<file path="src/rtl/mem_port_arbiter_if.sv">
// ==================================================================
// mem_port_arbiter_if : requester, RAM and status bundle of the port arbiter
// Revision 1.0
// ==================================================================
`default_nettype none

interface mem_port_arbiter_if #(
  parameter int ADDR_W = 16,
  parameter int DATA_W = 8
) ();
  logic [1:0]        cpustate;
  logic              cpu_req;
  logic              cpu_we;
  logic [ADDR_W-1:0] cpu_addr;
  logic [DATA_W-1:0] cpu_wdata;
  logic              pnl_req;
  logic              pnl_we;
  logic [ADDR_W-1:0] pnl_addr;
  logic [DATA_W-1:0] pnl_wdata;
  logic              cpu_ack;
  logic              pnl_ack;
  logic [DATA_W-1:0] rdata;
  logic              mem_rd;
  logic              mem_wr;
  logic [ADDR_W-1:0] mem_addr;
  logic [DATA_W-1:0] mem_wdata;
  logic [DATA_W-1:0] mem_rdata;
  logic              busy;
  logic [7:0]        conflict_cnt;

  // Arbiter side
  modport slave (
    input  cpustate, cpu_req, cpu_we, cpu_addr, cpu_wdata,
    input  pnl_req, pnl_we, pnl_addr, pnl_wdata, mem_rdata,
    output cpu_ack, pnl_ack, rdata, mem_rd, mem_wr, mem_addr, mem_wdata,
    output busy, conflict_cnt
  );

  // Requesters plus RAM side
  modport master (
    output cpustate, cpu_req, cpu_we, cpu_addr, cpu_wdata,
    output pnl_req, pnl_we, pnl_addr, pnl_wdata, mem_rdata,
    input  cpu_ack, pnl_ack, rdata, mem_rd, mem_wr, mem_addr, mem_wdata,
    input  busy, conflict_cnt
  );
endinterface

`default_nettype wire

</file>
<file path="src/rtl/mem_port_arbiter.sv">
// ==================================================================
// mem_port_arbiter : round-robin CPU / front-panel arbiter for one RAM port
// Revision 1.0
// ==================================================================
`default_nettype none

module mem_port_arbiter #(
  parameter int ADDR_W = 16,
  parameter int DATA_W = 8
) (
  input  logic              clk,
  input  logic              rst,
  mem_port_arbiter_if.slave bus
);

  typedef enum logic [1:0] {
    IDLE   = 2'd0,
    ACCESS = 2'd1,
    DONE   = 2'd2
  } state_t;

  state_t            state;
  logic              owner_pnl;
  logic              last_pnl;
  logic              cpu_ack;
  logic              pnl_ack;
  logic              mem_rd;
  logic              mem_wr;
  logic              busy;
  logic [ADDR_W-1:0] mem_addr;
  logic [DATA_W-1:0] mem_wdata;
  logic [DATA_W-1:0] rdata;
  logic [7:0]        conflict_cnt;

  logic              cpu_elig;
  logic              pnl_elig;
  logic              pick_pnl;
  logic              grant_we;
  logic [ADDR_W-1:0] grant_addr;
  logic [DATA_W-1:0] grant_wdata;

  // A halted CPU is invisible to arbitration; the panel is always served.
  assign cpu_elig    = bus.cpu_req && (bus.cpustate != 2'b00);
  assign pnl_elig    = bus.pnl_req;
  assign pick_pnl    = pnl_elig && (!cpu_elig || !last_pnl);
  assign grant_we    = pick_pnl ? bus.pnl_we    : bus.cpu_we;
  assign grant_addr  = pick_pnl ? bus.pnl_addr  : bus.cpu_addr;
  assign grant_wdata = pick_pnl ? bus.pnl_wdata : bus.cpu_wdata;

  always_ff @(posedge clk) begin
    if (rst) begin
      state        <= IDLE;
      owner_pnl    <= 1'b0;
      last_pnl     <= 1'b1;
      cpu_ack      <= 1'b0;
      pnl_ack      <= 1'b0;
      mem_rd       <= 1'b0;
      mem_wr       <= 1'b0;
      busy         <= 1'b0;
      mem_addr     <= '0;
      mem_wdata    <= '0;
      rdata        <= '0;
      conflict_cnt <= 8'h00;
    end else begin
      case (state)
        IDLE: begin
          if (cpu_elig && pnl_elig && (conflict_cnt != 8'hFF))
            conflict_cnt <= conflict_cnt + 8'd1;
          // mem_addr/mem_wdata double as the operand latch and hold afterwards
          if (cpu_elig || pnl_elig) begin
            owner_pnl <= pick_pnl;
            mem_addr  <= grant_addr;
            mem_wdata <= grant_wdata;
            mem_wr    <= grant_we;
            mem_rd    <= !grant_we;
            busy      <= 1'b1;
            state     <= ACCESS;
          end
        end
        ACCESS: begin
          // RAM read data is sampled at the close of the access cycle
          if (mem_rd)
            rdata <= bus.mem_rdata;
          mem_rd  <= 1'b0;
          mem_wr  <= 1'b0;
          cpu_ack <= !owner_pnl;
          pnl_ack <= owner_pnl;
          state   <= DONE;
        end
        DONE: begin
          cpu_ack  <= 1'b0;
          pnl_ack  <= 1'b0;
          last_pnl <= owner_pnl;
          busy     <= 1'b0;
          state    <= IDLE;
        end
        default: begin
          state <= IDLE;
        end
      endcase
    end
  end

  assign bus.cpu_ack      = cpu_ack;
  assign bus.pnl_ack      = pnl_ack;
  assign bus.rdata        = rdata;
  assign bus.mem_rd       = mem_rd;
  assign bus.mem_wr       = mem_wr;
  assign bus.mem_addr     = mem_addr;
  assign bus.mem_wdata    = mem_wdata;
  assign bus.busy         = busy;
  assign bus.conflict_cnt = conflict_cnt;

endmodule

`default_nettype wire

</file>
<file path="src/flat_wrapper.sv">
// flat-port wrapper written by rule: the top's interface ports become plain ports
module mem_port_arbiter_flat 
#(
  parameter int ADDR_W = 16,
  parameter int DATA_W = 8
)
  (clk, rst, bus_cpustate, bus_cpu_req, bus_cpu_we, bus_cpu_addr, bus_cpu_wdata, bus_pnl_req, bus_pnl_we, bus_pnl_addr, bus_pnl_wdata, bus_mem_rdata, bus_cpu_ack, bus_pnl_ack, bus_rdata, bus_mem_rd, bus_mem_wr, bus_mem_addr, bus_mem_wdata, bus_busy, bus_conflict_cnt);
  mem_port_arbiter_if #(.ADDR_W(ADDR_W), .DATA_W(DATA_W)) bus_i ();
  input  logic clk;
  input  logic rst;
  input wire logic [$bits(bus_i.cpustate)-1:0] bus_cpustate;
  input wire logic [$bits(bus_i.cpu_req)-1:0] bus_cpu_req;
  input wire logic [$bits(bus_i.cpu_we)-1:0] bus_cpu_we;
  input wire logic [$bits(bus_i.cpu_addr)-1:0] bus_cpu_addr;
  input wire logic [$bits(bus_i.cpu_wdata)-1:0] bus_cpu_wdata;
  input wire logic [$bits(bus_i.pnl_req)-1:0] bus_pnl_req;
  input wire logic [$bits(bus_i.pnl_we)-1:0] bus_pnl_we;
  input wire logic [$bits(bus_i.pnl_addr)-1:0] bus_pnl_addr;
  input wire logic [$bits(bus_i.pnl_wdata)-1:0] bus_pnl_wdata;
  input wire logic [$bits(bus_i.mem_rdata)-1:0] bus_mem_rdata;
  output wire logic [$bits(bus_i.cpu_ack)-1:0] bus_cpu_ack;
  output wire logic [$bits(bus_i.pnl_ack)-1:0] bus_pnl_ack;
  output wire logic [$bits(bus_i.rdata)-1:0] bus_rdata;
  output wire logic [$bits(bus_i.mem_rd)-1:0] bus_mem_rd;
  output wire logic [$bits(bus_i.mem_wr)-1:0] bus_mem_wr;
  output wire logic [$bits(bus_i.mem_addr)-1:0] bus_mem_addr;
  output wire logic [$bits(bus_i.mem_wdata)-1:0] bus_mem_wdata;
  output wire logic [$bits(bus_i.busy)-1:0] bus_busy;
  output wire logic [$bits(bus_i.conflict_cnt)-1:0] bus_conflict_cnt;
  assign bus_i.cpustate = bus_cpustate;
  assign bus_i.cpu_req = bus_cpu_req;
  assign bus_i.cpu_we = bus_cpu_we;
  assign bus_i.cpu_addr = bus_cpu_addr;
  assign bus_i.cpu_wdata = bus_cpu_wdata;
  assign bus_i.pnl_req = bus_pnl_req;
  assign bus_i.pnl_we = bus_pnl_we;
  assign bus_i.pnl_addr = bus_pnl_addr;
  assign bus_i.pnl_wdata = bus_pnl_wdata;
  assign bus_i.mem_rdata = bus_mem_rdata;
  assign bus_cpu_ack = bus_i.cpu_ack;
  assign bus_pnl_ack = bus_i.pnl_ack;
  assign bus_rdata = bus_i.rdata;
  assign bus_mem_rd = bus_i.mem_rd;
  assign bus_mem_wr = bus_i.mem_wr;
  assign bus_mem_addr = bus_i.mem_addr;
  assign bus_mem_wdata = bus_i.mem_wdata;
  assign bus_busy = bus_i.busy;
  assign bus_conflict_cnt = bus_i.conflict_cnt;
  mem_port_arbiter #(.ADDR_W(ADDR_W), .DATA_W(DATA_W)) u_core (.clk(clk), .rst(rst), .bus(bus_i));
endmodule
</file>
<file path="config.mk">
export PLATFORM = sky130hd
export DESIGN_NAME = mem_port_arbiter_flat
export DESIGN_NICKNAME = d
export VERILOG_FILES = /design/src/rtl/mem_port_arbiter_if.sv /design/src/rtl/mem_port_arbiter.sv /design/src/flat_wrapper.sv
export SDC_FILE = /design/constraint.sdc
export NUM_CORES = 1
export LEC_CHECK = 0
export ABC_AREA = 1
export BUFFER_PORTS_ARGS = -buffer_cell sky130_fd_sc_hd__buf_2
export CORE_MARGIN = 2
export CORE_UTILIZATION = 45
export DETAILED_ROUTE_END_ITERATION = 6
export GPL_ROUTABILITY_DRIVEN = 0
export HOLD_SLACK_MARGIN = 0.15
export PLACE_DENSITY_LB_ADDON = 0.05
export SYNTH_ARGS = -nofsm -noshare
export SYNTH_HDL_FRONTEND = slang
export SYNTH_SLANG_ARGS = --single-unit
</file>
<file path="constraint.sdc">
create_clock -name clk -period 2.4 [get_ports clk]
set_input_delay 0.48 -clock clk [delete_from_list [all_inputs] [get_ports clk]]
set_output_delay 0.48 -clock clk [all_outputs]
set_load 0.02 [all_outputs]
</file>
==> impl_metrics.ini <==
[clocking]
cts_made_buffers = 5
clkLatencyLatePin_ns = 0.30
ctsResizeCount = 0
cts_sinks = 49
root_buffer = clkbuf_8
ctsHtreeMaxLevel = 2
clk_path_buf_depth = 2
hold_buffers = 0
cts_tree = built
clk_pin_slew_worst_paths_ns = 0.09
postCtsSetupBuffers = 0

[logic_synthesis]
syn_nets = 437
synth_area_leader_cell = dfxtp_1
ys_warn_count = 0
syn_area_um2 = 2470
syn_area_per_cell_um2 = 6.72
yosysSeqAreaShare = 0.397
synth_top_area_frac = 0.397
syn_inst = 368
synth_edf_count = 0
async_reset_ff_frac = 0
synth-seq-cells = 49
synth_cell_types = 22
ys_dominant_reg_cell = dfxtp_1
synth.area.top_cells = dfxtp_1 (40%), nand2_1 (17%), nor2_1 (11%)

[grt]
grt-ovfl-total = 0
antenna_found_initial = 0
use_met1 = 0.233
grt_usage = 0.188
gr-usage-met2 = 0.324
grt_pass1_wl_um = 9350
grt_util_met3 = 0.0414
grt_max_degree = 50
grt_pass1_vias = 2202
grt.busiest_layer = met2

[timing]
slew_headroom = 0.658
fin_crit_ns = 1.57
slew_violations = 0
finalHoldViolCount = 0
finalSetupTns_ns = 0
finClkSkew_ns = 0.00547
max_freq_mhz = 636
final.period_utilization = 0.655
setup_viol_count_final = 0
rsz0062_at_grt = no
worstMarginPinSlew_ns = 0.513

[setup_path]
max_stage_delay_ns = 0.38
setup.worst_path.start_class = flip-flop
crit_chain = inv_1, ha_1, nand2_2, inv_4, nand3_1, nand2_1, inv_1
reg2reg_slack_ns = 0.83
reg2reg_from = u_core.state[0]$_SDFFE_PP0P_
cp_top_family = buffers and inverters
r2r_cells = 7
end_kind = flip-flop
crit_fanout = 49
critPathMostFrequentCell = inv_1
worstReg2RegEnd = u_core.bus.mem_addr[5]$_SDFFE_PP0P_
worstPathRequired_ns = 2.61
cp_slowest_cell = inv_4
critPathKind = reg2reg
critical_path_buf_inv_count = 3
cp.arrival_ns = 1.78

[power_and_ir_drop]
cellPowerDensity_nw_per_um2 = 730
max-vdd-ir-drop_v = 0.000303
total_leakage_power_uw = 0.00178

[routing]
first_iter_violations = 68
routed_wl_um = 5470
first_pass_iters = 4
route.detailed.drc = 0
num_vias = 2417
vias_per_cell = 4.46
ant_nets = 0
wl_per_cell_um = 10.1

[finish]
layout-drive-gt1-share = 0.294
nFillCells = 519
synthToLayoutAreaGrowth_pct = 26.8
fin_nets = 540
final_common_cell = nand2_1
diodes = 0
final_cell_mix = nand2_1 (109), buf_2 (108), nor2_1 (72), dfxtp_1 (49), inv_1 (41)
final_cells = 542

[floorplanning]
die_h_um = 78.1
dieArea_um2 = 6100
io_pins = 109
dieWidth_um = 78.1
fp-row-count = 26
core_um2 = 5200
start_util = 0.475

[hold_path]
hold_path_class = in2reg
min_to = u_core.bus.rdata[4]$_SDFFE_PP0P_
hold_depth = 3
worstHoldStart = bus_mem_rdata[4]

[place]
placed_cells = 534
port_buffers = 108
post-dp-hpwl_um = 3940

[outcome]
outcome = complete, no violations

[flow_run]
cap_violations = 0
==> power breakdown <==
part | switching [uW] | leakage, uW | internal [uW] | total, uW
clock | 275 | 0.0000681 | 414 | 689
sequential | 52.8 | 0.000403 | 910 | 963
combinational | 410 | 0.00131 | 227 | 637
==> stage by stage <==
step                      hold WS, ns  setup slack, ns  total power, uW  instance area [um^2]  utilization
after floorplan                 0.448             1.01             1470                  2470            -
after global placement          0.452            0.746             1610                  3000        0.576
after detailed placement        0.457            0.702             1630                  3000        0.576
after CTS                       0.418            0.796             2320                  3130        0.602
after global routing            0.445            0.582             2440                  3130        0.602
final                           0.429            0.827             2290                  3130        0.602
==> registers in the layout, summed over array words and instances (netlist names) <==
name / cells
u_core.bus.mem_addr: 16
u_core.bus.rdata: 8
u_core.state: 2
u_core.bus.busy: 1
u_core.bus.pnl_ack: 1
u_core.bus.mem_wdata: 8
u_core.bus.mem_rd: 1
u_core.bus.cpu_ack: 1
u_core.bus.conflict_cnt: 8
u_core.last_pnl: 1
u_core.bus.mem_wr: 1
u_core.owner_pnl: 1
==> Yosys cell counts (2+ instances only) <==
master / count
a21oi_1: 14
buf_12: 2
buf_2: 2
buf_4: 5
clkbuf_1: 3
dfxtp_1: 49
ha_1: 5
inv_1: 41
inv_2: 2
nand2_1: 109
nand2_2: 5
nand3_1: 24
nand3_2: 11
nor2_1: 72
o21ai_0: 13
xor2_1: 5
==> layout make-up <==
type / instances / area, um^2 / area share
Clock inverter: 3 / 65.1 / 0.0208
Clock buffer: 5 / 68.8 / 0.0220
Timing Repair Buffer: 110 / 556 / 0.177
Multi-Input combinational cell: 261 / 1210 / 0.386
Inverter: 44 / 168 / 0.0535
Tap cell: 70 / 87.6 / 0.0279
Sequential cell: 49 / 981 / 0.313
==> worst min-delay path: cells and delay by family <==
kind	cells	cell delay (ns)
AO/OA/AOI/OAI	1	0.07
buffers and inverters	1	0.07
AND/OR/NAND/NOR	1	0.08
==> worst max-delay path by stage <==
stage	from	endpoint	slack, ns	cells after the start
2_1_floorplan	u_core.bus.conflict_cnt[0]$_SDFFE_PP0P_	u_core.bus.conflict_cnt[4]$_SDFFE_PP0P_	1.01	7
3_3_place_gp	bus_cpustate[0]	u_core.bus.mem_addr[5]$_SDFFE_PP0P_	0.75	10
3_5_place_dp	bus_cpustate[0]	u_core.bus.mem_wdata[5]$_SDFFE_PP0P_	0.70	10
4_1_cts	u_core.state[0]$_SDFFE_PP0P_	u_core.bus.mem_wdata[5]$_SDFFE_PP0P_	0.80	7
5_1_grt	u_core.state[0]$_SDFFE_PP0P_	u_core.bus.mem_addr[5]$_SDFFE_PP0P_	0.58	7
6_report	u_core.state[0]$_SDFFE_PP0P_	u_core.bus.mem_addr[5]$_SDFFE_PP0P_	0.83	7
==> layer usage <==
metal  vias to the layer above  part of all wire
met4                         0             0.013
met3                         7             0.058
li1                       1324                 -
met1                      1019              0.47
met5                         -                 0
met2                        67              0.45
==> cells by family (layout without fill, tap and decap cells) <==
group	Yosys count	count (layout)	synth area share
XOR/XNOR	5	5	0.0177
flip-flops	49	49	0.397
AO/OA/AOI/OAI	28	28	0.0582
AND/OR/NAND/NOR	223	223	0.388
buffers and inverters	58	162	0.114
adder cells (fa/ha/maj)	5	5	0.0253
(Power assumes the default switching activity.)
